<file path="src/rtl/voice_allocator.sv">
// Polyphonic voice allocator: scans voices one per cycle, then grants a free voice, reuses a match or steals the oldest.
// Define VOICE_STEAL_EN to enable stealing with a key-off retrigger gap; otherwise a note-on with no free voice is dropped.

module voice_slot (
  input  logic       Clk,
  input  logic       Reset_n,
  input  logic       panic,
  input  logic       grant,
  input  logic       steal,
  input  logic       rekey,
  input  logic       rel,
  input  logic       bump,
  input  logic [6:0] new_note,
  output logic       alloc,
  output logic       key,
  output logic [6:0] note,
  output logic [7:0] age
);
  always_ff @(posedge Clk) begin
    if (!Reset_n) begin
      alloc <= 1'b0;
      key   <= 1'b0;
      note  <= '0;
      age   <= '0;
    end else if (panic) begin
      // pitch is kept so release tails stay in tune
      alloc <= 1'b0;
      key   <= 1'b0;
      age   <= '0;
    end else if (grant) begin
      alloc <= 1'b1;
      key   <= 1'b1;
      note  <= new_note;
      age   <= '0;
    end else if (steal) begin
      key  <= 1'b0;
      note <= new_note;
    end else if (rekey) begin
      key <= 1'b1;
      age <= '0;
    end else if (rel) begin
      alloc <= 1'b0;
      key   <= 1'b0;
    end else if (bump && alloc && age != 8'hff) begin
      age <= age + 8'd1;
    end
  end
endmodule

module voice_allocator #(
  parameter int NUM_VOICES    = 8,
  parameter int RETRIG_CYCLES = 2048
) (
  input  logic                    Clk,
  input  logic                    Reset_n,
  input  logic                    ev_valid,
  output logic                    ev_ready,
  input  logic                    ev_on,
  input  logic [6:0]              ev_note,
  input  logic                    all_off,
  output logic [7*NUM_VOICES-1:0] voice_freq,
  output logic [NUM_VOICES-1:0]   voice_key,
  output logic [4:0]              busy_count,
  output logic                    steal_pulse,
  output logic                    drop_pulse
);
  localparam int IW = (NUM_VOICES > 1) ? $clog2(NUM_VOICES) : 1;

  typedef enum logic [1:0] {IDLE, SCAN, COMMIT, GAP} state_t;
  state_t state, state_nxt;

  logic [NUM_VOICES-1:0]      alloc, key, grant, steal, rekey, rel, bump, victim;
  logic [NUM_VOICES-1:0][6:0] note;
  logic [NUM_VOICES-1:0][7:0] age;
  logic [IW-1:0]              idx, m_idx, f_idx, o_idx;
  logic                       m_hit, f_hit, o_hit;
  logic [7:0]                 o_age;
  logic                       cap_on;
  logic [6:0]                 cap_note;
  logic                       accept, last, gap_done, drop;

  assign ev_ready = Reset_n && (state == IDLE) && !all_off;
  assign accept   = ev_valid && ev_ready;
  assign last     = (idx == IW'(NUM_VOICES - 1));

  always_ff @(posedge Clk) begin
    if (!Reset_n) state <= IDLE;
    else          state <= state_nxt;
  end

  always_comb begin
    state_nxt = state;
    case (state)
      IDLE:   if (accept) state_nxt = SCAN;
      SCAN:   if (last) state_nxt = COMMIT;
      COMMIT: begin
        state_nxt = IDLE;
`ifdef VOICE_STEAL_EN
        if (cap_on && !m_hit && !f_hit) state_nxt = GAP;
`endif
      end
      GAP:    if (gap_done) state_nxt = IDLE;
      default: state_nxt = IDLE;
    endcase
    if (all_off) state_nxt = IDLE;
  end

  // sequential scan: match / first free / oldest (strict > keeps lowest index on ties)
  always_ff @(posedge Clk) begin
    if (!Reset_n) begin
      cap_on   <= 1'b0;
      cap_note <= '0;
      idx      <= '0;
      m_hit    <= 1'b0;
      f_hit    <= 1'b0;
      o_hit    <= 1'b0;
      m_idx    <= '0;
      f_idx    <= '0;
      o_idx    <= '0;
      o_age    <= '0;
    end else if (accept) begin
      cap_on   <= ev_on;
      cap_note <= ev_note;
      idx      <= '0;
      m_hit    <= 1'b0;
      f_hit    <= 1'b0;
      o_hit    <= 1'b0;
    end else if (state == SCAN && !all_off) begin
      idx <= idx + 1'b1;
      if (alloc[idx] && note[idx] == cap_note && !m_hit) begin
        m_hit <= 1'b1;
        m_idx <= idx;
      end
      if (!alloc[idx] && !f_hit) begin
        f_hit <= 1'b1;
        f_idx <= idx;
      end
      if (alloc[idx] && (!o_hit || age[idx] > o_age)) begin
        o_hit <= 1'b1;
        o_idx <= idx;
        o_age <= age[idx];
      end
    end
  end

  always_comb begin
    grant  = '0;
    rekey  = '0;
    rel    = '0;
    bump   = '0;
    victim = '0;
    if (state == COMMIT && !all_off) begin
      if (cap_on) begin
        if (m_hit) begin
          grant = '0;
        end else if (f_hit) begin
          grant[f_idx] = 1'b1;
          bump = ~(NUM_VOICES'(1) << f_idx);
        end else begin
          victim[o_idx] = 1'b1;
        end
      end else if (m_hit) begin
        rel[m_idx] = 1'b1;
      end
    end
`ifdef VOICE_STEAL_EN
    if (gap_done && !all_off) begin
      rekey[o_idx] = 1'b1;
      bump = ~(NUM_VOICES'(1) << o_idx);
    end
`endif
  end

`ifdef VOICE_STEAL_EN
  localparam int CW = $clog2(RETRIG_CYCLES + 1);
  logic [CW-1:0] gap_cnt;

  // counter is zero on entry to GAP, so key stays low for exactly RETRIG_CYCLES cycles
  always_ff @(posedge Clk) begin
    if (!Reset_n || state != GAP) gap_cnt <= '0;
    else                          gap_cnt <= gap_cnt + 1'b1;
  end

  assign gap_done = (state == GAP) && (gap_cnt == CW'(RETRIG_CYCLES - 1));
  assign steal    = victim;
  assign drop     = 1'b0;

  always_ff @(posedge Clk) begin
    if (!Reset_n) steal_pulse <= 1'b0;
    else          steal_pulse <= |steal;
  end
`else
  assign gap_done    = 1'b0;
  assign steal       = '0;
  assign drop        = |victim;
  assign steal_pulse = 1'b0;
`endif

  always_ff @(posedge Clk) begin
    if (!Reset_n) drop_pulse <= 1'b0;
    else          drop_pulse <= drop;
  end

  for (genvar i = 0; i < NUM_VOICES; i++) begin : g_voice
    voice_slot u_slot (
      .Clk      (Clk),
      .Reset_n  (Reset_n),
      .panic    (all_off),
      .grant    (grant[i]),
      .steal    (steal[i]),
      .rekey    (rekey[i]),
      .rel      (rel[i]),
      .bump     (bump[i]),
      .new_note (cap_note),
      .alloc    (alloc[i]),
      .key      (key[i]),
      .note     (note[i]),
      .age      (age[i])
    );
  end

  always_comb begin
    busy_count = '0;
    for (int i = 0; i < NUM_VOICES; i++) busy_count = busy_count + 5'(alloc[i]);
  end

  assign voice_key  = key;
  assign voice_freq = note;
endmodule

</file>
<file path="config.mk">
export PLATFORM = sky130hd
export DESIGN_NAME = voice_allocator
export DESIGN_NICKNAME = d
export VERILOG_FILES = /design/src/rtl/voice_allocator.sv
export SDC_FILE = /design/constraint.sdc
export NUM_CORES = 1
export LEC_CHECK = 0
export ABC_CLOCK_PERIOD_IN_PS = 3750
export BUFFER_PORTS_ARGS = -buffer_cell sky130_fd_sc_hd__buf_2
export CORE_MARGIN = 2
export CORE_UTILIZATION = 53
export CTS_CLUSTER_DIAMETER = 120
export DETAILED_ROUTE_END_ITERATION = 10
export HOLD_SLACK_MARGIN = 0.08
export PLACE_DENSITY = 0.79
export SKIP_CTS_REPAIR_TIMING = 1
export SLEW_MARGIN = 20
export SYNTH_ARGS = -nofsm -noshare
export SYNTH_HDL_FRONTEND = slang
export SYNTH_SLANG_ARGS = --single-unit
</file>
<file path="constraint.sdc">
create_clock -name Clk -period 3.75 [get_ports Clk]
set_clock_uncertainty 0.05 [all_clocks]
set_input_delay 0.375 -clock Clk [delete_from_list [all_inputs] [get_ports Clk]]
set_output_delay 0.375 -clock Clk [all_outputs]
set_load 0.01 [all_outputs]
</file>
==> flow_summary.json, run 1 <==
{
  "drt_drc_violations_left": 0,
  "outcome": "complete, no violations",
  "synth.most_common_cell": "dfxtp_1",
  "cp.required_ps": 3320,
  "clk_path_buf_depth": 2,
  "prevailing_post_synth_register_cell": "dfxtp_1",
  "routed_wl_mm": 10.5,
  "leak_pwr_nw": 2.20,
  "asyncSetResetFlopFracSynth": 0,
  "ioPinCount": 84,
  "first_pass_grt_wire_length_mm": 16.7,
  "synth_edf_count": 0,
  "grt_remaining_overflow": 0,
  "tritoncts": "built",
  "gp_routability_congestion": 0.835,
  "final_nets": 547,
  "critPathLaunchType": "flip-flop",
  "cts.root.buffer_cell": "clkbuf_8",
  "synthesis.area_per_instance_um2": 9.26,
  "synth-simple-area-share": 0.190,
  "synth_area_in_compound_gates": 0.113,
  "unrepaired_setup_endpoints_after_global_routing": "false",
  "detailroute.via_count": 3562,
  "power.share.combinational": 0.036,
  "post_placement_cell_area_um2": 4720,
  "cts_made_buffers": 9,
  "fin_hold_ws_ps": 209,
  "worst_pin_slew_ps": 702,
  "maxSlewHeadroom": 0.532,
  "final_antenna_net_count": 0,
  "critPathMaxFanout": 4,
  "synth_warnings": 0,
  "final_cell_count_no_fill": 631,
  "setup-tns-final_ps": 0,
  "synthToLayoutAreaGrowth_pct": 10.9,
  "synth-xor-area-share": 0.00596,
  "drt-pass1-iter-count": 5,
  "yosys.cell_types.count": 43,
  "die_area_um2": 9060,
  "power_density_nw_per_um2": 320,
  "synth_mux_area_frac": 0.182,
  "final_layout_size_suffix_gt1_frac": 0.222,
  "final_util": 0.601,
  "netlist_instances": 476,
  "dieHeight_um": 95.2,
  "design.core.area_um2": 8130,
  "horizontal_extent_of_the_die_um": 95.2,
  "grt_antenna_before_repair": 0,
  "slew_violations": 0,
  "drt_iter0_markers": 237,
  "timing.critical_path.arrival_ps": 3160,
  "insertedDiodeCount": 0,
  "yosys.area.top_type": "dfxtp_1",
  "io_buffers": 81,
  "min-delay-path-class": "primary input to flip-flop",
  "synth_commonest_cells": "dfxtp_1, mux2i_1, nand2_1",
  "place.detailed.hpwl_mm": 7.54,
  "floorplan.initialDensity": 0.542,
  "final-setup-viol-count": 0,
  "switching_share": 0.224,
  "clkSlewWorstSetupHoldPaths_ps": 80,
  "crit_type": "flip-flop to output pin",
  "hold_viol": 0,
  "first_global_vias": 3403,
  "synth_fa_ha_area_frac": 0.0437,
  "gr-usage-all-layers": 0.239,
  "seq_area_um2": 1720,
  "insertion_delay_ps": 360,
  "post-route-period-util": 0.955,
  "multi_input_area_um2": 2370,
  "power.internal_mw": 1.21,
  "maxClockFrequency_mhz": 279,
  "endpoint_kind": "output pin",
  "final_period_demand_of_the_worst_path_ps": 3580,
  "cts_num_sinks": 86,
  "final.fill_count": 700,
  "total_switching_power_uw": 350,
  "wl_per_cell_um": 16.6,
  "synth.ff_latch_count": 86,
  "detail_route.vias_per_cell": 5.65,
  "synth-seq-area-share": 0.390,
  "synthesis.area_um2": 4410,
  "synth.area.top_cells": "dfxtp_1, mux2i_1, nor2b_1, a21boi_0, nand2_1",
  "pwr-share-seq": 0.592,
  "max-vdd-ir-drop_v": 0.000220,
  "post-synth-top-area-fraction": 0.390,
  "row_count": 33,
  "cts_max_level": 3,
  "grt_start_max_net_pins": 77,
  "fin_area_um2": 4890,
  "dpl.cell_count": 616,
  "drv_cap": 0,
  "part_of_the_power_in_the_clock_network": 0.372,
  "largest_family_of_logic_cells_by_synthesized_area": "simple AND/OR/NAND/NOR gates"
}
-- through the flow --
step | total power [mW] | worst slack [ps]
global placement | 1.00 | 558
finish | 1.56 | 170
floorplan | 0.989 | 608
global route | 1.61 | 52.5
CTS | 1.57 | 46.4
detailed placement | 1.00 | 445
-- power by group through the flow --
stage | Clock [mW] | Sequential (mW) | Combinational (mW)
global route | 0.622 | 0.928 | 0.0608
floorplan | 0 | 0.939 | 0.0496
CTS | 0.591 | 0.926 | 0.0556
detailed placement | 0 | 0.948 | 0.0555
finish | 0.582 | 0.926 | 0.0557
global placement | 0 | 0.948 | 0.0543
-- metal layers --
layer	track usage	share of wire	routed length, µm
met4	0.0942	0.018	192
met3	0.0522	0.063	666
met5	0	0	0
met1	0.311	0.45	4700
met2	0.386	0.47	4940
-- worst max-delay path, cell delays in order, from the launching register on --
cell and delay (ps):
dfxtp_2 350, fa_1 530, inv_1 50, fa_1 460
fa_1 470, inv_1 70, ha_1 150, inv_1 50
fa_2 510, inv_1 30, buf_2 120
-- registers in the layout (all words and copies together) (netlist names) --
name	flops
m_hit	1
f_hit	1
cap_on	1
g_voice.u_slot.note	56
cap_note	7
m_idx	3
f_idx	3
state	2
idx	3
drop_pulse	1
g_voice.u_slot.alloc	8
-- placed cells by master (no fill, tap or decap), drive strengths merged --
| cell | count |
|---|---|
| or3 | 8 |
| nand4 | 2 |
| nand3 | 30 |
| ha | 9 |
| o22ai | 6 |
| dfxtp | 86 |
| and4b | 1 |
| a211oi | 2 |
| fa | 4 |
| nand3b | 2 |
| mux2 | 12 |
| nor2 | 10 |
| nor4 | 1 |
| o21ai | 8 |
| or3b | 2 |
| nand4b | 2 |
| and2 | 1 |
| inv | 17 |
| nand2b | 2 |
| and3 | 2 |
| mux4 | 3 |
| xor2 | 1 |
| buf | 85 |
| o31ai | 6 |
| or4 | 1 |
| xnor2 | 2 |
| o41ai | 1 |
| clkinv | 1 |
| clkbuf | 14 |
| a21oi | 12 |
| a21boi | 29 |
| nor2b | 45 |
| a22o | 6 |
| mux2i | 60 |
| nand2 | 50 |
| o21a | 1 |
| conb | 2 |
-- worst paths after layout --
kind / startpoint / to / slack [ps] / cells past startpoint
hold reg to reg: m_idx[2] / m_idx[2] / 430 / 2
setup reg to reg: idx[0] / m_hit / 940 / 7
hold / removal: ev_note[3] / cap_note[3] / 210 / 3
setup / recovery: g_voice[0].u_slot.alloc / busy_count[1] / 170 / 10
-- area by class of cell --
| cell class | instances | share of cell area |
|---|---|---|
| clock buffer | 14 | 0.0333 |
| inverter | 17 | 0.0131 |
| sequential | 86 | 0.353 |
| timing repair buffer | 85 | 0.0891 |
| tap | 105 | 0.0269 |
| multi-input combinational | 323 | 0.484 |
| clock inverter | 1 | 0.00102 |
-- logic make-up after synthesis --
group / after synthesis
other cells: 1
flops: 86
compound gates: 71
mux: 75
xor+xnor: 3
simple gates: 159
buf+inv: 68
fa+ha+maj: 13
Power figures use the tool's default switching activity.
==> run 2: changes to the inputs <==
CELL_PAD_IN_SITES_DETAIL_PLACEMENT = 0   (was not set)
CELL_PAD_IN_SITES_GLOBAL_PLACEMENT = 1   (was not set)
CORE_UTILIZATION = 40   (was 53)
PLACE_DENSITY = 0.78   (was 0.79)
==> flow_summary.json, run 2 (synthesis gave the netlist of run 1 again) <==
{
  "critPathMaxFanout": 4,
  "maxSlewHeadroom": 0.510,
  "first_pass_grt_wire_length_mm": 17.9,
  "unrepaired_setup_endpoints_after_global_routing": "false",
  "cts.root.buffer_cell": "clkbuf_8",
  "startpoint_of_the_most_critical_register_to_register_path": "idx[2]",
  "setup-tns-final_ps": 0,
  "cp.required_ps": 3320,
  "power.share.combinational": 0.035,
  "leak_pwr_nw": 2.22,
  "drt-pass1-iter-count": 5,
  "horizontal_extent_of_the_die_um": 109,
  "grt_antenna_before_repair": 0,
  "min-delay-path-class": "primary input to flip-flop",
  "worst_hold_path.endpoint": "cap_note[3]",
  "design.core.area_um2": 10800,
  "critPathLaunchType": "flip-flop",
  "detailedPlace.worstSlack_ps": 444,
  "dieHeight_um": 109,
  "wl_per_cell_um": 17.0,
  "timing.rr.end": "f_idx[1]",
  "detailroute.via_count": 3504,
  "outcome": "complete, no violations",
  "endpoint_kind": "output pin",
  "max-vdd-ir-drop_v": 0.000205,
  "r2r_cells": 7,
  "slew_violations": 0,
  "clkSlewWorstSetupHoldPaths_ps": 80,
  "switching_share": 0.229,
  "layout_common_cells": "dfxtp_1, buf_2, mux2i_1",
  "insertedDiodeCount": 0,
  "timing.critical_path.arrival_ps": 3190,
  "final_cell_count_no_fill": 669,
  "power.internal_mw": 1.24,
  "drv_cap": 0,
  "final_period_demand_of_the_worst_path_ps": 3620,
  "r2r_setup_slack_ps": 1170,
  "fin_area_um2": 4960,
  "drt_iter0_markers": 169,
  "floorplan.initialDensity": 0.409,
  "final_layout_size_suffix_gt1_frac": 0.225,
  "clk_path_buf_depth": 2,
  "first_global_vias": 3307,
  "tritoncts": "built",
  "io_buffers": 81,
  "pwr-share-seq": 0.574,
  "final.setup.worst_slack_ps": 133,
  "power_mw": 1.61,
  "place.detailed.hpwl_mm": 8.14,
  "grt_start_max_net_pins": 77,
  "worst_pin_slew_ps": 734,
  "timing.hold.worst_path_depth": 3,
  "cts_max_level": 3,
  "regMostFlops": "g_voice.u_slot.note",
  "row_count": 38,
  "cts_made_buffers": 9,
  "worst_min_path_start": "ev_note[3]",
  "maxClockFrequency_mhz": 277,
  "biggestRegsByFlops": "g_voice.u_slot.note x56, g_voice.u_slot.alloc x8, cap_note x7",
  "die_area_um2": 11900,
  "gr-usage-all-layers": 0.199,
  "final_antenna_net_count": 0,
  "leading_cell_type_in_the_layout_fill_and_taps_excluded": "dfxtp_1",
  "hold_viol": 0,
  "final_nets": 549,
  "power_density_nw_per_um2": 326,
  "crit_type": "flip-flop to output pin",
  "fin_hold_ws_ps": 204,
  "grt_remaining_overflow": 0,
  "largest_register_ffs": 56,
  "dpl.cell_count": 653,
  "part_of_the_power_in_the_clock_network": 0.391,
  "total_switching_power_uw": 369,
  "final-setup-viol-count": 0,
  "detail_route.vias_per_cell": 5.24,
  "post-route-period-util": 0.964,
  "insertion_delay_ps": 360,
  "post_placement_cell_area_um2": 4770,
  "synthToLayoutAreaGrowth_pct": 12.4,
  "final_util": 0.459,
  "routed_wl_mm": 11.3,
  "ioPinCount": 84,
  "cts_num_sinks": 86,
  "gp_routability_congestion": 0.810,
  "drt_drc_violations_left": 0
}
==> run 2: cell count changes in the layout (fill, tap and decap cells not counted), sizes merged <==
cell    change
buf         +2
bufinv      +1
clkinv      +3
clkbuf      -3
==> run 2: power groups by stage <==
stage / Combinational [mW] / Sequential [mW] / Clock, mW
4_1_cts: 0.0574 / 0.926 / 0.655
5_1_grt: 0.0622 / 0.927 / 0.698
3_3_place_gp: 0.0569 / 0.947 / 0
6_report: 0.0571 / 0.926 / 0.631
3_5_place_dp: 0.0573 / 0.947 / 0
2_1_floorplan: 0.0496 / 0.939 / 0
==> run 2: per-layer routing <==
| metal | share of wire | vias up | GRT usage |
|---|---|---|---|
| li1 | - | 1712 | - |
| met1 | 0.46 | 1680 | 0.275 |
| met2 | 0.46 | 101 | 0.306 |
| met3 | 0.063 | 11 | 0.0562 |
| met4 | 0.013 | 0 | 0.0531 |
| met5 | 0 | - | 0 |
==> run 2: how the worst max path moves through the flow <==
stage / slack, ps / start / cells after the start / endpoint
2_1_floorplan: 610 / g_voice[0].u_slot.alloc / 9 / busy_count[2]
3_3_place_gp: 550 / g_voice[0].u_slot.alloc / 10 / busy_count[2]
3_5_place_dp: 440 / g_voice[0].u_slot.alloc / 10 / busy_count[2]
4_1_cts: 50 / g_voice[0].u_slot.alloc / 10 / busy_count[2]
5_1_grt: 10 / g_voice[0].u_slot.alloc / 10 / busy_count[2]
6_report: 130 / g_voice[0].u_slot.alloc / 10 / busy_count[2]
==> run 2: area by class of cell <==
| class | instances | area (µm²) |
|---|---|---|
| multi-input combinational | 323 | 2360 |
| inverter | 17 | 63.8 |
| tap | 140 | 175 |
| clock inverter | 5 | 50.0 |
| timing repair buffer | 87 | 450 |
| sequential | 86 | 1720 |
| fill | 1049 | 5840 |
| clock buffer | 11 | 131 |
==> run 2: critical path, cell delays in order, from the launching register on <==
cell and delay [ps]:
dfxtp_2 350, fa_1 530, inv_1 50, fa_1 460, fa_1 470, inv_1 70, ha_1 150, inv_1 50
fa_1 370, xnor2_1 170, buf_2 150
==> run 3: changes to the inputs <==
CORE_UTILIZATION = 35   (was 40)
PLACE_DENSITY = 0.7   (was 0.78)
RECOVER_POWER = 100   (was not set)
==> flow_summary.json, run 3 (synthesis gave the netlist of run 1 again) <==
{
  "critical_path.max_stage_delay_ps": 550,
  "grt_remaining_overflow": 0,
  "outcome": "complete, no violations",
  "layout_common_cells": "dfxtp_1, clkbuf_1, mux2i_1",
  "timing.critical_path.arrival_ps": 3200,
  "maxClockFrequency_mhz": 276,
  "critPathMaxFanout": 4,
  "worst_pin_slew_ps": 827,
  "drt_drc_violations_left": 0,
  "ioPinCount": 84,
  "cts.root.buffer_cell": "clkbuf_16",
  "synthToLayoutAreaGrowth_pct": 14.2,
  "final_period_demand_of_the_worst_path_ps": 3630,
  "first_global_vias": 3373,
  "place.detailed.hpwl_mm": 8.14,
  "final_nets": 548,
  "drt_iter0_markers": 153,
  "final_layout_size_suffix_gt1_frac": 0.0909,
  "detailroute.via_count": 3418,
  "design.core.area_um2": 12500,
  "cp_slowest_cell": "fa_1",
  "final_antenna_net_count": 0,
  "dpl.cell_count": 684,
  "critical-path-top-delay-family": "adder cells",
  "horizontal_extent_of_the_die_um": 116,
  "max-vdd-ir-drop_v": 0.000184,
  "floorplan.initialDensity": 0.354,
  "grt_antenna_before_repair": 0,
  "regMostFlops": "g_voice.u_slot.note",
  "leading_cell_type_in_the_layout_fill_and_taps_excluded": "dfxtp_1",
  "seq_area_um2": 1720,
  "final-setup-viol-count": 0,
  "insertedDiodeCount": 0,
  "insertion_delay_ps": 340,
  "cts_made_buffers": 9,
  "leak_pwr_nw": 1.97,
  "startpoint": "g_voice[0].u_slot.alloc",
  "min-delay-path-class": "primary input to flip-flop",
  "final.fill_count": 1281,
  "row_count": 41,
  "unrepaired_setup_endpoints_after_global_routing": "false",
  "cts_max_level": 3,
  "cell_chain_critical_path": "fa_1, inv_1, fa_1, fa_1, inv_1, ha_1, inv_1, fa_1, xnor2_1, buf_2",
  "crit_type": "flip-flop to output pin",
  "clkSlewWorstSetupHoldPaths_ps": 60,
  "tritoncts": "built",
  "biggestRegsByFlops": "g_voice.u_slot.note x56, g_voice.u_slot.alloc x8, cap_note x7",
  "grt_start_max_net_pins": 77,
  "critPathLaunchType": "flip-flop",
  "worst_min_path_start": "ev_note[3]",
  "slew_violations": 0,
  "cts_num_sinks": 86,
  "drv_cap": 0,
  "dieHeight_um": 116,
  "crit_top_cell": "fa_1",
  "gr-usage-all-layers": 0.174,
  "gp_routability_congestion": 0.784,
  "cp.required_ps": 3320,
  "first_pass_grt_wire_length_mm": 18.1,
  "post_placement_cell_area_um2": 4810,
  "maxSlewHeadroom": 0.443,
  "fin_area_um2": 5030,
  "clk_path_buf_depth": 2,
  "multi_input_area_um2": 2340,
  "detail_route.vias_per_cell": 4.88,
  "power_density_nw_per_um2": 392,
  "routed_wl_mm": 11.4,
  "post-route-period-util": 0.967,
  "largest_register_ffs": 56,
  "startpoint_of_the_most_critical_register_to_register_path": "state[0]",
  "endpoint_kind": "output pin",
  "die_area_um2": 13500,
  "hold_viol": 0,
  "fin_hold_ws_ps": 237,
  "setup-tns-final_ps": 0,
  "io_buffers": 81,
  "critical_path_buf_inv_count": 4,
  "final_cell_count_no_fill": 700,
  "drt-pass1-iter-count": 4,
  "wl_per_cell_um": 16.3
}
run 3: final timing paths:
check	to	slack, ps	cells after the start
max	busy_count[2]	120	10
min	cap_note[3]	240	3
max reg2reg	g_voice[0].u_slot.note[3]	670	9
min reg2reg	m_idx[2]	430	2
run 3: where the power goes:
group	switching, mW	internal [mW]	total (mW)
Clock	0.370	0.620	0.990
Combinational	0.0325	0.0247	0.0572
Sequential	0.00941	0.917	0.926
Total	0.412	1.56	1.97
run 3: worst register-to-register path: cells and delay by family, from the launching register on:
family	cells	cell delay, ps
DFF	1	340
AOI/OAI and AO/OA	1	100
buffers and inverters	2	730
adders and majority gates	1	210
and+or+nand+nor	5	1550
run 3: stage by stage:
step	power, mW	util	setup slack (ps)
3_3_place_gp	1.00	0.386	548
2_1_floorplan	0.989	-	608
6_report	1.97	0.404	123
3_5_place_dp	1.01	0.386	407
5_1_grt	2.03	0.404	20.0
4_1_cts	1.99	0.412	49.9
run 3: routing by layer:
metal | track usage | vias to the layer above | part of all wire
met5 | 0 | - | 0
met4 | 0.0500 | 0 | 0.015
met3 | 0.0379 | 12 | 0.036
met2 | 0.272 | 73 | 0.45
met1 | 0.243 | 1623 | 0.50
li1 | - | 1710 | -
run 3: cell type report:
| class | count | area share |
|---|---|---|
| Inverter | 17 | 0.0127 |
| Tap cell | 172 | 0.0427 |
| Clock inverter | 5 | 0.0162 |
| Multi-Input combinational cell | 323 | 0.466 |
| Timing Repair Buffer | 86 | 0.0703 |
| Sequential cell | 86 | 0.342 |
| Clock buffer | 11 | 0.0502 |
